### src/rtl/neo_pkg.sv
// Shared definitions for the NEO-B1 linebuffer controller slice.
package neo_pkg;

   // Linebuffer index map used by the WE and CK strobe vectors
   localparam int unsigned BL = 0;
   localparam int unsigned BR = 1;
   localparam int unsigned TL = 2;
   localparam int unsigned TR = 3;

   // Pixel pairs in one 16-pixel sprite strip
   localparam int unsigned STRIP_PAIRS = 8;

   typedef enum logic [1:0] {
      ST_IDLE,
      ST_LOAD,
      ST_WRITE,
      ST_DONE
   } lb_state_t;

endpackage

### src/rtl/neo_lb_wseq.sv
// Render-side strip write sequencer: accepts a strip, loads the render-pair
// address, then steps through the 8 pixel pairs issuing WE and trailing CK.
module neo_lb_wseq (
   input  logic        CLK,
   input  logic        nRST,
   input  logic        CLK_EN_6M,
   input  logic        LINE_START,
   input  logic        TMS0,
   input  logic        SPR_REQ,
   input  logic [8:0]  SPR_X,
   input  logic [15:0] SPR_OPQ,
   input  logic        SPR_FLIP,
   output logic        SPR_ACK,
   output logic        ABORT,
   output logic        BUSY,
   output logic [2:0]  PAIR_IDX,
   output logic        SWAP,
   output logic [15:0] LD_ADDR,
   output logic [1:0]  LD_REND,
   output logic [3:0]  WE,
   output logic [3:0]  CK_REND
);
   import neo_pkg::*;

   lb_state_t   state;
   logic [2:0]  k;
   logic [8:0]  x_q;
   logic [15:0] opq_q;
   logic        flip_q;
   logic        wstep;

   logic [2:0]  idx;
   logic [3:0]  p0;
   logic [3:0]  p1;
   logic [1:0]  buf_l;
   logic [1:0]  buf_r;
   logic [3:0]  rmask;
   logic [3:0]  we_n;

   assign BUSY = (state != ST_IDLE);

   // Pixel selection and render-pair steering for the current write step
   always_comb begin
      idx   = flip_q ? ~k : k;
      p0    = {idx, 1'b0};
      p1    = {idx, 1'b1};
      buf_l = TMS0 ? 2'(BL) : 2'(TL);
      buf_r = TMS0 ? 2'(BR) : 2'(TR);
      rmask = '0;
      rmask[buf_l] = 1'b1;
      rmask[buf_r] = 1'b1;
      we_n  = '0;
      we_n[buf_l] = SWAP ? opq_q[p1] : opq_q[p0];
      we_n[buf_r] = SWAP ? opq_q[p0] : opq_q[p1];
   end

   // Render FSM with registered strobes; LINE_START aborts and drops any pending CK
   always_ff @(posedge CLK or negedge nRST) begin
      if (!nRST) begin
         state    <= ST_IDLE;
         k        <= '0;
         x_q      <= '0;
         opq_q    <= '0;
         flip_q   <= 1'b0;
         wstep    <= 1'b0;
         SPR_ACK  <= 1'b0;
         ABORT    <= 1'b0;
         PAIR_IDX <= '0;
         SWAP     <= 1'b0;
         LD_ADDR  <= '0;
         LD_REND  <= '0;
         WE       <= '0;
         CK_REND  <= '0;
      end else begin
         LD_REND <= '0;
         WE      <= '0;
         SPR_ACK <= 1'b0;
         ABORT   <= 1'b0;
         LD_ADDR <= '0;
         wstep   <= 1'b0;
         CK_REND <= wstep ? rmask : '0;
         if (CLK_EN_6M) begin
            if (LINE_START) begin
               // the buffer roles flip on this edge, so a trailing CK would hit the display pair
               if (state != ST_IDLE) ABORT <= 1'b1;
               state    <= ST_IDLE;
               SWAP     <= 1'b0;
               PAIR_IDX <= '0;
               CK_REND  <= '0;
            end else begin
               case (state)
                  ST_IDLE: begin
                     if (SPR_REQ) begin
                        x_q    <= SPR_X;
                        opq_q  <= SPR_OPQ;
                        flip_q <= SPR_FLIP;
                        state  <= ST_LOAD;
                     end
                  end
                  ST_LOAD: begin
                     LD_REND <= TMS0 ? 2'b01 : 2'b10;
                     LD_ADDR <= {x_q[8:1], x_q[8:1] + {7'b0, x_q[0]}};
                     SWAP    <= x_q[0];
                     k       <= '0;
                     state   <= ST_WRITE;
                  end
                  ST_WRITE: begin
                     WE       <= we_n;
                     PAIR_IDX <= idx;
                     wstep    <= 1'b1;
                     k        <= k + 3'd1;
                     if (k == 3'(STRIP_PAIRS - 1)) state <= ST_DONE;
                  end
                  ST_DONE: begin
                     SPR_ACK  <= 1'b1;
                     SWAP     <= 1'b0;
                     PAIR_IDX <= '0;
                     state    <= ST_IDLE;
                  end
                  default: state <= ST_IDLE;
               endcase
            end
         end
      end
   end

endmodule

### src/rtl/neo_lb_ctrl.sv
// Linebuffer controller top: buffer flip, display-side strobes and merge of
// the render-side sequencer strobes onto the shared WE/CK/LD outputs.
module neo_lb_ctrl (
   input  logic        CLK,
   input  logic        nRST,
   input  logic        CLK_EN_6M,
   input  logic        LINE_START,
   input  logic        SPR_REQ,
   input  logic [8:0]  SPR_X,
   input  logic [15:0] SPR_OPQ,
   input  logic        SPR_FLIP,
   output logic        SPR_ACK,
   output logic        ABORT,
   output logic        BUSY,
   output logic [2:0]  PAIR_IDX,
   output logic        SWAP,
   output logic [15:0] LD_ADDR,
   output logic        LD1,
   output logic        LD2,
   output logic        SS1,
   output logic        SS2,
   output logic [3:0]  WE,
   output logic [3:0]  CK,
   output logic        TMS0
);
   import neo_pkg::*;

   logic [8:0] hcnt;
   logic [1:0] ld_disp;
   logic [3:0] ck_disp;
   logic [1:0] ld_rend;
   logic [3:0] ck_rend;
   logic [3:0] dmask;

   // Display pair mask: TMS0=0 shows B, TMS0=1 shows T
   always_comb begin
      dmask = '0;
      if (TMS0) begin
         dmask[TL] = 1'b1;
         dmask[TR] = 1'b1;
      end else begin
         dmask[BL] = 1'b1;
         dmask[BR] = 1'b1;
      end
   end

   // Buffer flip, pixel counter and display LD/CK strobes
   always_ff @(posedge CLK or negedge nRST) begin
      if (!nRST) begin
         TMS0    <= 1'b0;
         hcnt    <= '0;
         ld_disp <= '0;
         ck_disp <= '0;
      end else begin
         ld_disp <= '0;
         ck_disp <= '0;
         if (CLK_EN_6M) begin
            if (LINE_START) begin
               TMS0    <= ~TMS0;
               hcnt    <= '0;
               // LD goes to the pair that becomes displayed after this flip
               ld_disp <= TMS0 ? 2'b01 : 2'b10;
            end else begin
               hcnt <= hcnt + 9'd1;
               if (hcnt[0]) ck_disp <= dmask;
            end
         end
      end
   end

   neo_lb_wseq u_wseq (
      .CLK        (CLK),
      .nRST       (nRST),
      .CLK_EN_6M  (CLK_EN_6M),
      .LINE_START (LINE_START),
      .TMS0       (TMS0),
      .SPR_REQ    (SPR_REQ),
      .SPR_X      (SPR_X),
      .SPR_OPQ    (SPR_OPQ),
      .SPR_FLIP   (SPR_FLIP),
      .SPR_ACK    (SPR_ACK),
      .ABORT      (ABORT),
      .BUSY       (BUSY),
      .PAIR_IDX   (PAIR_IDX),
      .SWAP       (SWAP),
      .LD_ADDR    (LD_ADDR),
      .LD_REND    (ld_rend),
      .WE         (WE),
      .CK_REND    (ck_rend)
   );

   // Display and render strobes always target opposite pairs, so OR-merging is safe
   assign LD1 = ld_disp[0] | ld_rend[0];
   assign LD2 = ld_disp[1] | ld_rend[1];
   assign CK  = ck_disp | ck_rend;
   assign SS1 = ~TMS0;
   assign SS2 = TMS0;

endmodule

### config.mk
export PLATFORM = sky130hd
export DESIGN_NAME = neo_lb_ctrl
export DESIGN_NICKNAME = d
export VERILOG_FILES = /design/src/rtl/neo_pkg.sv /design/src/rtl/neo_lb_wseq.sv /design/src/rtl/neo_lb_ctrl.sv
export SDC_FILE = /design/constraint.sdc
export NUM_CORES = 1
export LEC_CHECK = 0
export CORE_MARGIN = 2
export CORE_UTILIZATION = 45
export CTS_CLUSTER_DIAMETER = 100
export DETAILED_ROUTE_END_ITERATION = 7
export GPL_ROUTABILITY_DRIVEN = 0
export GPL_TIMING_DRIVEN = 1
export MAX_ROUTING_LAYER = met4
export PLACE_DENSITY = 0.75
export SETUP_SLACK_MARGIN = 0.5
export SYNTH_ARGS = -nofsm -noshare
export SYNTH_HDL_FRONTEND = slang
export SYNTH_SLANG_ARGS = --single-unit
### constraint.sdc
create_clock -name CLK -period 1.7 [get_ports CLK]
set_clock_uncertainty 0.2 [all_clocks]
set_input_delay 0.17 -clock CLK [delete_from_list [all_inputs] [get_ports CLK]]
set_output_delay 0.17 -clock CLK [all_outputs]
set_load 0.02 [all_outputs]
---- Yosys cells after proc, flatten, opt, wreduce, memory -nomap -nowiden ----
Cells that the tools add are included.
storage, ports and cells
  flip-flop bits (word level) ............. 80
  output and inout port bits .............. 36
cells by class
  add/subtract/negate cells ............... 3
  $lt $le $gt $ge ......................... 6
  eq/ne operators ......................... 6
  multiplexer cells ....................... 53
  bitwise gates (word level) .............. 8
  reductions and logical operators ........ 13
operator list
  operator               number
  $mux W16               3
  $mux W4                9
  $mux W2                13
  $mux W1                16
  $pmux W3 S2            2
  $lt A4 B5 Y1 const B   2
  $add A9 B1 Y9 const B  1
  $mux W9                1
  $add A8 B1 Y8          1
  $or A4 B4 Y4           2
  $pmux W2 S4            1
  $bmux W1 S3            2
  $lt A2 B3 Y1 const B   2
  $mux W3                2
  $reduce_and A2 Y1      3
  $reduce_and A3 Y1      2
  $reduce_bool A3 Y1     2
  $and A4 B4 Y4          1
  $bwmux W4              1
  $demux W1 S2           2
  $eq A2 B2 Y1 const B   2
  $ge A2 B1 Y1 const B   2
  $reduce_and A4 Y1      1
  $reduce_bool A2 Y1     2
  other kinds (11)       14

---- Depth between registers and ports, before layout ----
  depth in word-level cells ............... 10
  mapped depth ............................ 7
  depth with buffers taken out ............ 7

---- Cells and area by module ----
From an unflattened synthesis, not the netlist that was laid out.
unflattened totals
  cells, all modules ...................... 260
  area, all modules ....................... 3,105.5 um^2
modules (own cells, without submodules)
  module       times used  cells an instance  area each (um^2)  sequential area each (um^2)
  neo_lb_wseq  1           237                2,851.5           1,551.5
  neo_lb_ctrl  1           23                 254.0             150.1

---- Worst setup path after synthesis ----
No wires, ideal clock.
  path kind ............................... register -> register
  start point ............................. register u_wseq.k[1]
  end point ............................... register u_wseq.WE[3]
  library setup time ...................... 67 ps
  data arrival time ....................... 1,466 ps
  slack ................................... -33 ps
  stages on the path, launching flop included .. 8
  path buffers ............................ 2
  cell sequence ........................... dfrtp_1 buf_6 buf_12 mux2i_1 a22oi_1 a21oi_1 nor4_1 and3_1
on the way
  longest elaborated chain between the ends .. 10
ends and longest elaborated chain
  element                        RTL line                              RTL
  from (decl)                    neo_lb_wseq.sv:26                     logic [2:0] k;
  from (signal assigned)         neo_lb_wseq.sv:111                    k <= k + 3'd1;
  $not A3 Y3                     neo_lb_wseq.sv:44                     idx = flip_q ? ~k : k;
  $mux W3 *                      neo_lb_wseq.sv:44
  $bmux W1 S3                    neo_lb_wseq.sv:53, neo_lb_wseq.sv:54
  $mux W1 (implied by the code)  neo_lb_wseq.sv:53, neo_lb_wseq.sv:54
  $mux W1                        neo_lb_wseq.sv:53                     we_n[buf_l] = SWAP ? opq_q[p1] : opq_q[p0];
  $and A4 B4 Y4 (no line)        n/a
  $bwmux W4 *                    neo_lb_wseq.sv:54                     we_n[buf_r] = SWAP ? opq_q[p0] : opq_q[p1];
  $mux W4 *                      neo_lb_wseq.sv:91                     case (state)
  $mux W4 *                      neo_lb_wseq.sv:83                     if (LINE_START) begin
  $mux W4 *                      neo_lb_wseq.sv:82                     if (CLK_EN_6M) begin
  to (signal assigned)           neo_lb_wseq.sv:108                    WE <= we_n;
  to (decl)                      neo_lb_wseq.sv:20                     output logic [3:0] WE,
Mark *: on every way between the ends. The rest lies on a longest branch, timed or not. The select of a mux whose other input is x is not followed.
A chain may end at the register's enable or synchronous reset.

---- Worst setup path after layout ----
  start point ............................. register u_wseq.k[1]
  end point ............................... register u_wseq.WE[0]
The elaborated chain is that of the path after synthesis.

==> impl_summary.log <==
[metrics] static leakage: 2.32 nW
[metrics] type of the most critical hold path: in -> reg
[metrics] vertical extent of the die: 86.6 um
[metrics] core utilization of the finished layout: 77.0%
[metrics] area inside the core boundary: 6680 um^2
[metrics] area occupied by multi-input gates: 1820 um^2
[metrics] timing-limited maximum frequency: 520 MHz
[metrics] endpoints failing setup: 9
[metrics] Clock Sink Count: 68
[metrics] per-cell routed wire length: 19.5 um
[metrics] worst-case vdd ir drop: 0.797 mV
[metrics] summed instance area of the synthesized netlist: 3070 um^2
[metrics] Worst Path Arrival: 2.01 ns
[metrics] effective utilization at floorplan: 45.9%
[metrics] CTS tree: built
[metrics] maximum root-to-sink buffer count: 2
[metrics] sequential share of power: 33.3%
[metrics] synthesized-area fraction occupied by ao, oa, aoi and oai cells: 7.26%
[metrics] total power divided by cell area: 1570 nW/um^2
[metrics] fraction of power spent switching nets: 38.4%
[metrics] top flip-flop cell by instance count after synthesis: dfrtp_1
[metrics] sequential cell area fraction in the yosys report: 55.5%
[metrics] synthesized-area fraction occupied by adder cells: 3.26%
[metrics] min setup slack post-route: -0.222 ns
[metrics] floorplan die area: 7490 um^2
[metrics] critical-path maximum fanout: 18
[metrics] number of storage elements in the synthesis netlist: 68
[metrics] Commonest cells post-synth: dfrtp_1 (68), mux2_2 (24), and3_1 (20), mux2i_1 (17), nor2_1 (17)
[metrics] max-cap violation count: 0
[metrics] count of antenna diodes in the layout: 0
[metrics] CTS buffer count: 9
[metrics] slew of the pin with the lowest slew margin: 0.385 ns
[metrics] failing checks: negative setup slack
[metrics] layout net count: 407
[metrics] library cell used as clock root buffer: clkbuf_8
[metrics] CP startpoint kind: flop
[metrics] number of stages on the worst hold path: 3
[metrics] clock transition at the register clock pins on the worst setup and hold paths after CTS: 0.08 ns
[metrics] post-detailed-route count of antenna-violating nets: 0
[metrics] Setup CP Type: reg -> reg
[metrics] delay of the slowest critical-path stage: 0.41 ns
[metrics] largest family of logic cells by synthesized area: multiplexers
[metrics] HPWL after detailed placement: 4.35 mm
[metrics] setup slack, reg-to-reg: -0.22 ns
[metrics] number of filler cells placed in the layout: 397
[metrics] yosys warns: 0
[metrics] post-synthesis mux area share: 15.1%
[metrics] startpoint of the worst hold path: LINE_START
[metrics] synth unique cells: 32
[metrics] EDFF count, synth: 0
[metrics] count of H-tree levels built during CTS: 3
[metrics] drt first pass iters: 4
[metrics] non-filler instance count after layout: 453
[metrics] unrepaired setup endpoints after global routing: true
[metrics] fin. max-slew vios: 0
[metrics] Syn Inst Count: 255
[metrics] final critical-path share of the clock period: 113%
[metrics] critical path data required time: 1.79 ns
[metrics] kind of capture point of the worst setup path: flop
[metrics] register area: 1710 um^2
[metrics] Die Span X: 86.6 um
[metrics] overall overflow remaining after global route: 0
[metrics] worst flop-to-flop path endpoint: u_wseq.WE[0]
[metrics] Simple-Gate Fraction of Synth Area: 12.4%
[metrics] Cell Rows: 30
[metrics] first-pass GRT wire length: 11.7 mm
[metrics] routed via count: 2450
[metrics] setup total negative slack: -0.684 ns
[metrics] Cell Int Power: 4.99 mW
[metrics] max-slew headroom at the worst pin: 74.3%
[metrics] post-DR vias/cell: 5.41
[metrics] final period demand of the worst path: 1.92 ns
[metrics] XOR/XNOR share of the synthesized area: 2.57%
[metrics] post-layout total power: 8.09 mW
[metrics] global-route total usage across every layer: 20.8%
[metrics] area fraction of the dominant cell type after synthesis: 55.5%
[metrics] largest net degree at the start of global routing: 69
[metrics] outcome: finished, violations left
[metrics] Clock power frac: 14.8%
[metrics] share of async-settable or async-resettable flops after synthesis: 100%
[metrics] r2r worst-path depth: 7
[metrics] net switching power: 3.10 mW
[metrics] DR DRC count: 0
[metrics] number of nets in the synthesized netlist: 294
[metrics] Area Overhead vs Synth: 67.7%
[metrics] cell type contributing the most total cell area after synthesis: dfrtp_1
[metrics] total of buffers placed on input and output ports: 66
[metrics] slowest CP cell: dfrtp_1
[metrics] part of the total power dissipated in combinational logic: 51.9%
[metrics] average instance area after synthesis: 12.0 um^2
[metrics] RR Startpoint: u_wseq.k[1]
[metrics] cells along the critical path: buf_12 > mux2i_1 > a22oi_2 > a21oi_1 > nor4_2 > buf_4 > and3_1
[metrics] wire length after detailed routing: 8.85 mm
[metrics] vias in the first global route: 2391
[metrics] clock latency reported for the late side of the worst-skew pair: 0.35 ns
[metrics] cell with the most instances after synthesis: dfrtp_1
[metrics] top post-synthesis cells by area: dfrtp_1 (55%), mux2_2 (8.8%), mux2i_1 (5.5%), and3_1 (4.1%), ha_1 (3.3%)
[metrics] I/O pin count: 67
[metrics] hold worst-path end: u_wseq.state[0]
[metrics] share of post-route cells with drive strength above 1: 59.0%
[metrics] antenna violations before repair: 0
[metrics] violation count after the first detailed-route iteration: 142
[metrics] final number of hold-violating endpoints: 0
[metrics] Cell Count Post-Placement: 409
[power by group through the flow]
| stage | sequential [mW] | combinational (mW) | clock (mW) |
|---|---|---|---|
| after global routing | 2.75 | 4.44 | 1.32 |
| after CTS | 2.57 | 3.21 | 1.19 |
| after floorplan | 2.57 | 1.70 | 0 |
| after global placement | 2.54 | 2.60 | 0 |
| after detailed placement | 2.57 | 2.68 | 0 |
| final | 2.69 | 4.20 | 1.20 |
[sequential cells by signal (all words and copies together) (netlist names)]
register / count
u_wseq.x_q: 9
u_wseq.wstep: 1
u_wseq.flip_q: 1
u_wseq.ABORT: 1
u_wseq.PAIR_IDX: 3
u_wseq.state: 2
u_wseq.SPR_ACK: 1
u_wseq.CK_REND: 2
ld_disp: 2
u_wseq.LD_ADDR: 16
u_wseq.opq_q: 16
u_wseq.LD_REND: 2
u_wseq.SWAP: 1
hcnt: 1
u_wseq.k: 3
u_wseq.WE: 4
SS2: 1
ck_disp: 2
[worst max-delay path by stage]
stage	end	cells past startpoint	slack [ns]	startpoint
2_1_floorplan	u_wseq.WE[1]	7	-0.03	u_wseq.k[1]
3_3_place_gp	u_wseq.WE[2]	7	-0.21	u_wseq.k[1]
6_report	u_wseq.WE[0]	7	-0.22	u_wseq.k[1]
5_1_grt	u_wseq.WE[0]	7	-0.32	u_wseq.k[1]
3_5_place_dp	u_wseq.WE[2]	7	-0.18	u_wseq.k[1]
4_1_cts	u_wseq.WE[2]	7	-0.20	u_wseq.k[1]
[timing repair]
action,CTS,global route
pin swaps,8,28
setup endpoints to repair,98,98
setup buffers,11,12
hold endpoints to repair,68,0
gates cloned,3,1
hold buffers,1,0
resized for setup,263,79
[area by class of cell]
| class | instances | share of cell area (%) |
|---|---|---|
| Sequential cell | 68 | 33.3 |
| Clock inverter | 7 | 0.997 |
| Clock buffer | 9 | 2.41 |
| Multi-Input combinational cell | 165 | 35.4 |
| Timing Repair Buffer | 115 | 25.1 |
| Tap cell | 80 | 1.95 |
| Inverter | 9 | 0.900 |
[cell usage in the layout (no fill, tap or decap), types with 9 or more instances in the layout]
cell / count
mux2_4: 26
buf_6: 50
buf_4: 23
clkdlybuf4s50_1: 27
clkbuf_8: 9
dfrtp_1: 61
and3_4: 14
mux2i_1: 17
[kinds of logic (layout without fill, tap and decap cells)]
family / Yosys count / after routing
buf+inv: 22 / 140
compound gates: 34 / 34
flops: 68 / 68
xor+xnor: 9 / 9
fa+ha+maj: 8 / 8
simple gates: 71 / 71
mux: 43 / 43
[routing by layer]
metal  part of all wire [%]  routed length (um)  global-route usage [%]
met5                      0                   0                       -
met4                    1.9                 167                    6.25
met3                    4.0                 350                    5.90
met2                     55                4890                    33.1
met1                     39                3440                    26.1
[through the flow]
stage	hold WS [ns]	setup WS (ns)	instance area [um^2]
after global routing	0.125	-0.320	5140
after global placement	0.00871	-0.212	4070
after CTS	0.169	-0.200	4650
after detailed placement	0.0167	-0.181	4070
after floorplan	-0.326	-0.0327	3240
final	0.110	-0.222	5140
[critical path, delay by kind of cell, from the launching register on]
kind | cells | cell delay (ns)
buffers and inverters | 2 | 0.33
AOI/OAI and AO/OA | 2 | 0.35
DFF | 1 | 0.41
and+or+nand+nor | 2 | 0.44
muxes | 1 | 0.13
Power figures use the tool's default switching activity.
